`src/rtl/uart_wb_cmd_ctrl.sv`:
```
// UART byte-stream command sequencer driving Wishbone read/write bursts.
// Optional ack timeout is enabled by defining UART_WB_TIMEOUT_EN.
module uart_wb_cmd_ctrl #(
  parameter int unsigned TIMEOUT = 1024
) (
  input  logic        clk,
  input  logic        resetn,
  input  logic [7:0]  rx_data,
  input  logic        rx_valid,
  output logic [7:0]  tx_data,
  output logic        tx_valid,
  input  logic        tx_ready,
  output logic [31:0] wb_adr_o,
  output logic [31:0] wb_dat_o,
  input  logic [31:0] wb_dat_i,
  output logic        wb_we_o,
  output logic [3:0]  wb_sel_o,
  output logic        wb_cyc_o,
  output logic        wb_stb_o,
  input  logic        wb_ack_i,
  output logic        busy,
  output logic        err
);

  typedef enum logic [2:0] {
    S_IDLE, S_SIZE, S_ADDR, S_WDATA, S_WB_WR, S_WB_RD, S_TX
  } state_t;

  state_t      state_q, state_d;
  logic        is_wr_q, is_wr_d;
  logic [7:0]  cnt_q, cnt_d;
  logic [1:0]  bcnt_q, bcnt_d;
  logic [31:0] adr_q, adr_d;
  logic [31:0] data_q, data_d;
  logic        cyc_q, cyc_d;
  logic        txv_q, txv_d;
  logic        err_q, err_d;

  logic        bus_st;
  logic        bus_done;
  logic        tx_take;
  logic        tmo_hit;

`ifdef UART_WB_TIMEOUT_EN
  localparam logic [31:0] TMO_LAST = 32'(TIMEOUT - 1);
  logic [31:0] tmo_q, tmo_d;

  assign tmo_hit = (tmo_q == TMO_LAST);

  always_comb begin
    tmo_d = '0;
    if (bus_st && cyc_q && !bus_done) tmo_d = tmo_q + 32'd1;
  end

  always_ff @(posedge clk or negedge resetn) begin
    if (!resetn) tmo_q <= '0;
    else         tmo_q <= tmo_d;
  end
`else
  logic [31:0] unused_timeout;
  assign unused_timeout = 32'(TIMEOUT);
  assign tmo_hit = 1'b0;
`endif

  always_comb begin
    state_d  = state_q;
    is_wr_d  = is_wr_q;
    cnt_d    = cnt_q;
    bcnt_d   = bcnt_q;
    adr_d    = adr_q;
    data_d   = data_q;
    err_d    = 1'b0;
    bus_st   = (state_q == S_WB_WR) || (state_q == S_WB_RD);
    bus_done = bus_st && cyc_q && (wb_ack_i || tmo_hit);
    tx_take  = (state_q == S_TX) && txv_q && tx_ready;
    // Strobes follow the state one edge late, so cyc drops the edge after ack
    cyc_d    = bus_st;
    txv_d    = (state_q == S_TX) && !(tx_take && (bcnt_q == 2'd3));

    if (rx_valid && (bus_st || (state_q == S_TX))) err_d = 1'b1;
    if (bus_done && !wb_ack_i) err_d = 1'b1;

    case (state_q)
      S_IDLE: begin
        if (rx_valid && ((rx_data == 8'h01) || (rx_data == 8'h02))) begin
          is_wr_d = (rx_data == 8'h01);
          state_d = S_SIZE;
        end
      end
      S_SIZE: begin
        if (rx_valid) begin
          cnt_d   = rx_data;
          bcnt_d  = '0;
          state_d = S_ADDR;
        end
      end
      S_ADDR: begin
        if (rx_valid) begin
          adr_d  = {adr_q[23:0], rx_data};
          bcnt_d = bcnt_q + 2'd1;
          if (bcnt_q == 2'd3) begin
            if (cnt_q == 8'd0) state_d = S_IDLE;
            else if (is_wr_q)  state_d = S_WDATA;
            else               state_d = S_WB_RD;
          end
        end
      end
      S_WDATA: begin
        if (rx_valid) begin
          data_d = {data_q[23:0], rx_data};
          bcnt_d = bcnt_q + 2'd1;
          if (bcnt_q == 2'd3) state_d = S_WB_WR;
        end
      end
      S_WB_WR: begin
        if (bus_done) begin
          adr_d   = adr_q + 32'd4;
          cnt_d   = cnt_q - 8'd1;
          bcnt_d  = '0;
          state_d = (cnt_q == 8'd1) ? S_IDLE : S_WDATA;
        end
      end
      S_WB_RD: begin
        if (bus_done) begin
          adr_d   = adr_q + 32'd4;
          cnt_d   = cnt_q - 8'd1;
          bcnt_d  = '0;
          data_d  = wb_ack_i ? wb_dat_i : 32'hDEAD_BEEF;
          state_d = S_TX;
        end
      end
      S_TX: begin
        if (tx_take) begin
          data_d = {data_q[23:0], 8'h00};
          bcnt_d = bcnt_q + 2'd1;
          if (bcnt_q == 2'd3) state_d = (cnt_q == 8'd0) ? S_IDLE : S_WB_RD;
        end
      end
      default: state_d = S_IDLE;
    endcase
  end

  always_ff @(posedge clk or negedge resetn) begin
    if (!resetn) begin
      state_q <= S_IDLE;
      is_wr_q <= 1'b0;
      cnt_q   <= '0;
      bcnt_q  <= '0;
      adr_q   <= '0;
      data_q  <= '0;
      cyc_q   <= 1'b0;
      txv_q   <= 1'b0;
      err_q   <= 1'b0;
    end else begin
      state_q <= state_d;
      is_wr_q <= is_wr_d;
      cnt_q   <= cnt_d;
      bcnt_q  <= bcnt_d;
      adr_q   <= adr_d;
      data_q  <= data_d;
      cyc_q   <= cyc_d;
      txv_q   <= txv_d;
      err_q   <= err_d;
    end
  end

  assign tx_data  = data_q[31:24];
  assign tx_valid = txv_q;
  assign wb_adr_o = adr_q;
  assign wb_dat_o = data_q;
  assign wb_we_o  = cyc_q & is_wr_q;
  assign wb_sel_o = 4'hF;
  assign wb_cyc_o = cyc_q;
  assign wb_stb_o = cyc_q;
  assign busy     = (state_q != S_IDLE);
  assign err      = err_q;

endmodule

```
`config.mk`:
```
export PLATFORM = sky130hd
export DESIGN_NAME = uart_wb_cmd_ctrl
export DESIGN_NICKNAME = d
export VERILOG_FILES = /design/src/rtl/uart_wb_cmd_ctrl.sv
export SDC_FILE = /design/constraint.sdc
export NUM_CORES = 1
export LEC_CHECK = 0
export BUFFER_PORTS_ARGS = -buffer_cell sky130_fd_sc_hd__buf_2
export CAP_MARGIN = 20
export CORE_AREA = 2 2 131 133
export CTS_CLUSTER_SIZE = 10
export DETAILED_ROUTE_END_ITERATION = 7
export DIE_AREA = 0 0 133 135
export MAX_ROUTING_LAYER = met4
export PLACE_DENSITY = 0.5
export SLEW_MARGIN = 10
export SYNTH_ARGS = -nofsm -noshare
export SYNTH_HDL_FRONTEND = slang
export SYNTH_SLANG_ARGS = --single-unit
```
`constraint.sdc`:
```
create_clock -name clk -period 2.84 [get_ports clk]
set_input_delay 0.284 -clock clk [delete_from_list [all_inputs] [get_ports clk]]
set_output_delay 0.284 -clock clk [all_outputs]
set_load 0.03 [all_outputs]
```
==> results of run 1 <==
[layout make-up]
cell class,count,area [sq um]
Sequential cell,81,2030
Tap cell,220,275
Clock inverter,5,63.8
Clock buffer,11,253
Fill cell,1721,10500
Inverter,9,33.8
Multi-Input combinational cell,446,2510
Timing Repair Buffer,138,748
[repair_timing]
item / in CTS / in global routing
gates resized for setup: 0 / 0
hold endpoints to repair: 9 / 0
hold buffers: 1 / 0
[worst min-delay path by stage]
stage	start	endpoint	slack [ns]
global placement	resetn	wb_adr_o[29]	0.36
detailed placement	resetn	wb_dat_o[23]	0.37
finish	tx_ready	tx_valid	0.17
global route	tx_ready	tx_valid	0.16
floorplan	resetn	bcnt_q[0]	-0.01
CTS	tx_ready	tx_valid	0.15
[metal layers]
metal / up-vias / track usage [%] / part of all wire, %
met1: 2333 / 25.0 / 49
met4: 0 / 6.27 / 1.6
met2: 144 / 26.3 / 45
met5: - / - / 0
met3: 17 / 2.89 / 4.6
li1: 2312 / - / -
[through the flow]
stage	hold WS (ns)	power, uW	area, sq um	utilization (%)
global route	0.158	7580	5910	36.0
floorplan	-0.0116	4840	4900	-
global placement	0.357	5810	5590	34.1
finish	0.167	7080	5910	36.0
CTS	0.151	7120	5910	36.0
detailed placement	0.369	5860	5590	34.1
[Yosys cell counts (all sizes together) (6+ instances only)]
cell    instances
and3           12
clkbuf         29
nor2           37
nand2          85
a21oi          52
nand3          15
inv             9
and2            8
buf            28
o22a            7
o22ai          10
a31oi           7
nand2b          6
or3            23
dfrtp          81
o21ai          80
nor3           16
[sequential cells by signal (all words and copies together), names as in the netlist]
signal    flops
cnt_q         8
tx_valid      1
err           1
is_wr_q       1
wb_adr_o     32
wb_dat_o     32
wb_cyc_o      1
bcnt_q        2
state_q       3
[cells by family (layout without fill, tap and decap cells)]
kind of cell / Yosys count / count (layout) / share of synthesized area (%)
AO/OA/AOI/OAI: 200 / 200 / 24.8
AND/OR/NAND/NOR: 233 / 233 / 24.0
multiplexers: 4 / 4 / 0.870
XOR/XNOR: 1 / 1 / 0.179
adder cells (fa/ha/maj): 4 / 4 / 1.02
flip-flops: 81 / 81 / 41.4
buffers and inverters: 66 / 163 / 7.57
other: 1 / 4 / 0.0767
[power groups by stage]
stage | registers (uW) | clock network [uW] | logic [uW]
2_1_floorplan | 2930 | 0 | 1910
3_3_place_gp | 2280 | 0 | 3520
3_5_place_dp | 2300 | 0 | 3560
4_1_cts | 2280 | 1260 | 3580
5_1_grt | 2380 | 1320 | 3890
6_report | 2290 | 1230 | 3560
[worst max-delay path: cells and delay by family, from the launching register on]
| kind | cells | cell delay, ns |
|---|---|---|
| buffers and inverters | 2 | 0.76 |
| flip-flops | 1 | 0.51 |
| AND/OR/NAND/NOR | 2 | 0.38 |
| AO/OA/AOI/OAI | 2 | 0.28 |
==> flow_summary.yaml, run 1 <==
pwr:
  power.density_nw_per_um2: 1200
  ir_drop_mv: 0.764
  power_report.internal_total_uw: 3580
  seqPwrFrac_pct: 32.3
  power.net_switching_uw: 3500
  swShare_pct: 49.4
  power_frac_comb_pct: 50.3
  power.share.clock_pct: 17.4
  p_leak_uw: 0.00261
worst_setup_path:
  cp.required_ns: 3.03
  crit_arrival_ns: 2.30
  criticalPathCategory: "register to register"
  endpoint_kind: "register"
  crit_slowest_cell: "dfrtp_1"
  cp_common_cell: "buf_4"
  crit_end: "wb_dat_o[22]"
  ff2ff_setup_slack_ns: 0.74
  rr_startpoint: "state_q[1]"
  slowest_delay_ns: 0.51
  startpoint: "state_q[1]"
  start_kind: "register"
  ff2ff_path_depth: 6
  r2r_end: "wb_dat_o[22]"
  cp_max_fo: 64
  path_cells: "buf_4, and3b_2, nand2_1, o21ai_4, buf_4, o21ai_0"
placement:
  placement.io_buffers: 122
  place.gp.congestion: 0.852
  dpl.cell_count: 893
  post-place-ws_ns: 0.749
  dp_hpwl_mm: 10.8
job:
  cap_violations: 0
run_status:
  status: "finished, final reports clean"
clocking:
  cts_buffers: 9
  cts_tree: "built"
  clock-root-buffer: "clkbuf_16"
  cts.clk_slew.worst_paths_ns: 0.06
  insertion_delay_ns: 0.35
  htree_levels: 3
  cts_sinks: 81
  cts_setup_buffers: 0
  cts_buffer_depth: 2
synth:
  synth_flop_cell: "dfrtp_1"
  ys_types: 69
  synth_edf_count: 0
  syn_area_sq_um: 4890
  postSynthCellCount: 590
  avgSynthCellArea_sq_um: 8.29
  yosysSeqAreaShare_pct: 41.4
  synth_top_area_cell: "dfrtp_1"
  synth_top_area_share_pct: 41.4
  async_flop_share_pct: 100
  ys_top_cells_by_area: "dfrtp_1 41%, o21ai_0 7.6%, nand2_1 6.5%"
  synth_seq_cells: 81
  yosysWarnings: 0
detailed_routing:
  drt_iter0_drc: 277
  avgViaCountPerCell: 5.28
  dr.pass1.iters: 5
  drc: 0
  antenna_left: 0
  drt-wirelength-per-cell_um: 17.1
  totalWireLength_mm: 15.5
  via_count: 4806
finish:
  antennaDiodeCount: 0
  final_cell_mix: "121 x buf_2, 85 x nand2_1, 81 x dfrtp_1, 74 x o21ai_0, 51 x a21oi_1"
  layout-drive-gt1-share_pct: 24.5
  layout_commonest_cell: "buf_2"
  synthToLayoutAreaGrowth_pct: 20.9
  fin_nets: 734
  stdcell_count: 910
sta:
  hold_viol: 0
  min_period_ns: 2.10
  setup_ws_ns: 0.738
  fmax_mhz: 476
  skew_ns: 0.0121
  setup_viol: 0
  fin_setup_tns_ns: 0
  fin_crit_sh_pct: 74.0
  finalMaxSlewViolations: 0
  worst_pin_slew_ns: 0.777
  slew_headroom_pct: 48.2
  rsz0062_at_grt: "no"
grt:
  grt_pass1_wl_mm: 24.8
  groute.usage.overall_pct: 17.9
  grt_max_degree: 82
  grt_overflow: 0
  grt_pass1_vias: 4518
  antenna_found_initial: 0
floorplan:
  fp.dieW_um: 133
  start_util_pct: 29.8
  dieArea_sq_um: 18000
  rows: 47
  core-area_sq_um: 16400
  io_pins: 127
  die-height_um: 135
hold_path:
  hold_path.class: "primary input to register"
  whs_path_depth: 2
No activity file was read; power rests on OpenSTA's default activity.
==> run 2, diff against run 1 <==
==> constraint.sdc (replaced) <==
create_clock -name clk -period 1.95 [get_ports clk]
set_input_delay 0.195 -clock clk [delete_from_list [all_inputs] [get_ports clk]]
set_output_delay 0.195 -clock clk [all_outputs]
set_load 0.03 [all_outputs]
==> flow_summary.yaml, run 2 (synthesis results as in run 1) <==
run_status:
  status: "finished, final reports clean"
floorplan:
  start_util_pct: 29.8
  rows: 47
  io_pins: 127
  die-height_um: 135
  fp.dieW_um: 133
  core-area_sq_um: 16400
  dieArea_sq_um: 18000
sta:
  fin_setup_tns_ns: 0
  finalMaxSlewViolations: 0
  fin_crit_sh_pct: 96.9
  setup_viol: 0
  worst_pin_slew_ns: 0.636
  hold_viol: 0
  min_period_ns: 1.89
  skew_ns: 0.0104
  rsz0062_at_grt: "yes"
  fmax_mhz: 529
  slew_headroom_pct: 57.5
  setup_ws_ns: 0.0599
worst_setup_path:
  endpoint_kind: "register"
  cp.required_ns: 2.18
  cp_max_fo: 3
  crit_arrival_ns: 2.12
  start_kind: "register"
  criticalPathCategory: "register to register"
detailed_routing:
  avgViaCountPerCell: 5.21
  antenna_left: 0
  drc: 0
  totalWireLength_mm: 15.9
  drt_iter0_drc: 190
  drt-wirelength-per-cell_um: 16.9
  dr.pass1.iters: 4
  via_count: 4933
hold_path:
  hold_path.class: "primary input to register"
job:
  cap_violations: 0
pwr:
  power.density_nw_per_um2: 1720
  p_total_uw: 10800
  p_leak_uw: 0.00278
  ir_drop_mv: 0.831
finish:
  final_cell_mix: "121 x buf_2, 84 x nand2_1, 78 x dfrtp_1, 74 x o21ai_0, 51 x a21oi_1"
  layout-drive-gt1-share_pct: 29.8
  final_cell_area_sq_um: 6250
  layout_commonest_cell: "buf_2"
  antennaDiodeCount: 0
  utilization_pct: 38.1
  synthToLayoutAreaGrowth_pct: 27.7
  fin_nets: 770
grt:
  antenna_found_initial: 0
  grt_pass1_vias: 4677
  groute.usage.overall_pct: 18.4
  grt_max_degree: 65
  grt_pass1_wl_mm: 25.3
  grt_overflow: 0
clocking:
  cts_buffers: 9
  htree_levels: 3
  cts_buffer_depth: 2
  cts_sinks: 81
  cts.clk_slew.worst_paths_ns: 0.06
  clock-root-buffer: "clkbuf_16"
  cts_tree: "built"
  insertion_delay_ns: 0.35
placement:
  place.gp.congestion: 0.857
  placement.io_buffers: 122
  placedInstanceArea_sq_um: 5860
  dp_hpwl_mm: 11.5
  post-place-ws_ns: 0.00255
[run 2: cell types whose count changed in the layout (fill, tap and decap cells not counted), sizes merged]
cell,delta
buf,+36
clkbuf,-2
clkinv,-2
clkinvlp,+2
inv,+2
[run 2: repair_timing]
item | 4_1_cts | 5_1_grt
resized for setup | 1 | 9
setup endpoints to repair | 2 | 29
setup buffers | 1 | 4
pin swaps | 0 | 3
hold buffers | 1 | 0
hold endpoints to repair | 39 | 0
cloned | 0 | 0
[run 2: stage by stage]
step,std cells,hold slack (ns)
3_3_place_gp,924,0.242
6_report,946,0.0622
4_1_cts,942,0.0470
2_1_floorplan,593,-0.101
5_1_grt,946,0.0657
3_5_place_dp,924,0.243
[run 2: area by class of cell]
type,count,area (sq um)
clock buffers,9,225
clock inverters,7,78.8
fillers,1717,10200
inverters,9,33.8
multi-input cells,446,2550
flip-flops and latches,81,2030
well taps,220,275
repair buffers,174,1060
[run 2: power by group]
part | internal (uW) | switching (uW)
Clock | 1000 | 753
Combinational | 2110 | 3740
Sequential | 2440 | 732
Total | 5550 | 5220
[run 2: per-layer routing]
metal	share of wire (%)	global-route usage (%)	vias up
li1	-	-	2379
met1	46	25.4	2378
met4	1.1	5.38	0
met2	46	27.5	164
met3	6.0	3.38	12
met5	0	-	-
[run 2: path summary, 6_finish.rpt]
check,from,depth (start not counted),slack (ns),end
worst min register to register,wb_dat_o[26],2,0.49,wb_dat_o[26]
worst max-delay path,cnt_q[1],7,0.06,state_q[2]
worst min-delay path,tx_ready,2,0.06,tx_valid
worst max register to register,cnt_q[1],7,0.06,state_q[2]
max in group asynchronous,resetn,3,0.92,wb_adr_o[13]
min in group asynchronous,resetn,2,0.40,wb_adr_o[29]
[run 2: worst max-delay path: stages, from the launching register on]
cell and delay [ns]:
dfrtp_1 0.39, inv_2 0.08, ha_4 0.12, or3b_4 0.37, or3_4 0.39, a21oi_2 0.14
nor3b_1 0.06, a211o_1 0.23
==> run 3, diff against run 2 <==
--- a/config.mk
+++ b/config.mk
@@ -11,6 +11,7 @@
 export CTS_CLUSTER_SIZE = 10
 export DETAILED_ROUTE_END_ITERATION = 7
 export DIE_AREA = 0 0 133 135
+export GPL_TIMING_DRIVEN = 0
 export MAX_ROUTING_LAYER = met4
 export PLACE_DENSITY = 0.5
 export SLEW_MARGIN = 10
==> flow_summary.yaml, run 3 (synthesis results as in run 1) <==
worst_setup_path:
  cp_top_family: "simple AND/OR/NAND/NOR gates"
  crit_slowest_cell: "dfrtp_1"
  criticalPathCategory: "register to register"
  endpoint_kind: "register"
  cp.required_ns: 2.18
  crit_arrival_ns: 2.14
  cp_max_fo: 3
  path_buf_inv: 1
  start_kind: "register"
  slowest_delay_ns: 0.38
  path_cells: "inv_2, ha_4, or3b_4, or3_4, a21oi_2, nor3b_1, a211o_1"
sta:
  hold_viol: 0
  fin_setup_tns_ns: 0
  setup_viol: 0
  min_period_ns: 1.90
  fmax_mhz: 526
  worst_pin_slew_ns: 0.672
  slew_headroom_pct: 55.2
  rsz0062_at_grt: "yes"
  finalMaxSlewViolations: 0
  skew_ns: 0.00909
  fin_crit_sh_pct: 97.6
  finalHoldWorstSlack_ns: 0.0589
detailed_routing:
  drt_iter0_drc: 341
  drc: 0
  antenna_left: 0
  drt-wirelength-per-cell_um: 18.8
  totalWireLength_mm: 18.1
  via_count: 5182
  dr.pass1.iters: 5
  avgViaCountPerCell: 5.39
pwr:
  p_total_uw: 11200
  power.density_nw_per_um2: 1750
  power_report.internal_total_uw: 5750
  p_leak_uw: 0.00288
  power.net_switching_uw: 5440
  power.share.clock_pct: 17.2
  ir_drop_mv: 0.804
  seqPwrFrac_pct: 29.1
  power_frac_comb_pct: 53.7
  swShare_pct: 48.6
grt:
  grt_pass1_vias: 5032
  grt_overflow: 0
  groute.usage.overall_pct: 20.8
  antenna_found_initial: 0
  grt_max_degree: 48
  grt_pass1_wl_mm: 28.4
floorplan:
  core-area_sq_um: 16400
  io_pins: 127
  die-height_um: 135
  start_util_pct: 29.8
  dieArea_sq_um: 18000
  fp.dieW_um: 133
  rows: 47
finish:
  utilization_pct: 39.0
  layout_commonest_cell: "buf_2"
  final-seq-area_sq_um: 2030
  synthToLayoutAreaGrowth_pct: 30.8
  layout-drive-gt1-share_pct: 30.9
  fillers: 1767
  final_cell_mix: "126 x buf_2, 84 x nand2_1, 79 x dfrtp_1, 68 x o21ai_0, 51 x a21oi_1"
  antennaDiodeCount: 0
  multi_input_area_sq_um: 2600
  stdcell_count: 962
  fin_nets: 786
clocking:
  cts_sinks: 81
  insertion_delay_ns: 0.36
  htree_levels: 3
  clock-root-buffer: "clkbuf_16"
  cts.clk_slew.worst_paths_ns: 0.06
  cts_tree: "built"
  cts_buffer_depth: 2
  cts_buffers: 9
run_status:
  status: "finished, final reports clean"
placement:
  place.gp.congestion: 0.884
  dp_hpwl_mm: 13.1
  dpl.cell_count: 936
  placement.io_buffers: 122
job:
  cap_violations: 0
hold_path:
  hold_path.class: "primary input to register"
run 3: cell types whose count changed in the layout (fill, tap and decap cells not counted), moves of 5 or more:
cell,before,now
clkbuf_2,0,12
buf_4,48,28
o21ai_0,74,68
clkbuf_8,0,7
buf_2,121,126
clkbuf_1,0,9
o21ai_1,4,9
run 3: routing by layer:
layer | up-vias | track usage, % | share of wire, %
li1 | 2419 | - | -
met1 | 2549 | 28.4 | 47
met2 | 196 | 32.1 | 46
met3 | 18 | 3.34 | 5.9
met4 | 0 | 6.15 | 1.4
met5 | - | - | 0
run 3: area by class of cell:
type | count | area share, %
flip-flops and latches | 81 | 31.7
plain buffers | 56 | 6.28
well taps | 220 | 4.30
multi-input cells | 446 | 40.7
clock buffers | 12 | 4.01
inverters | 9 | 0.567
clock inverters | 4 | 1.17
repair buffers | 134 | 11.2
run 3: worst reg2reg max path, delay by kind of cell (launching register included):
kind	cells	cell delay [ns]
DFF	1	0.38
buffers and inverters	1	0.09
AOI/OAI and AO/OA	2	0.37
adders and majority gates	1	0.14
and+or+nand+nor	3	0.79
run 3: path summary, 6_finish.rpt:
| kind | endpoint | slack (ns) | cells past startpoint | from |
|---|---|---|---|---|
| hold reg to reg | tx_valid | 0.50 | 1 | tx_valid |
| min in group asynchronous | wb_adr_o[28] | 0.43 | 2 | resetn |
| setup / recovery | state_q[2] | 0.05 | 7 | cnt_q[1] |
| setup reg to reg | state_q[2] | 0.05 | 7 | cnt_q[1] |
| max in group asynchronous | wb_adr_o[3] | 0.87 | 3 | resetn |
| hold / removal | tx_valid | 0.06 | 2 | tx_ready |
run 3: timing repair:
item	CTS	global route
setup endpoints to repair	41	67
hold buffers	1	0
buffers inserted	7	3
gates resized for setup	23	48
hold endpoints to repair	46	0
pin swaps	5	5
run 3: per-stage QoR:
| stage | setup slack [ns] | instance area, sq um |
|---|---|---|
| CTS | -0.0235 | 6260 |
| floorplan | 0.0263 | 4910 |
| finish | 0.0477 | 6400 |
| global placement | -0.323 | 5790 |
| global route | -0.0365 | 6400 |
| detailed placement | -0.320 | 5820 |
run 3: power by group through the flow:
stage | Combinational (uW) | Sequential [uW] | Clock [uW]
after floorplan | 2790 | 4270 | 0
after global placement | 5550 | 3280 | 0
after detailed placement | 5630 | 3290 | 0
after CTS | 5840 | 3240 | 1960
after global routing | 6530 | 3380 | 2020
final | 6000 | 3260 | 1930
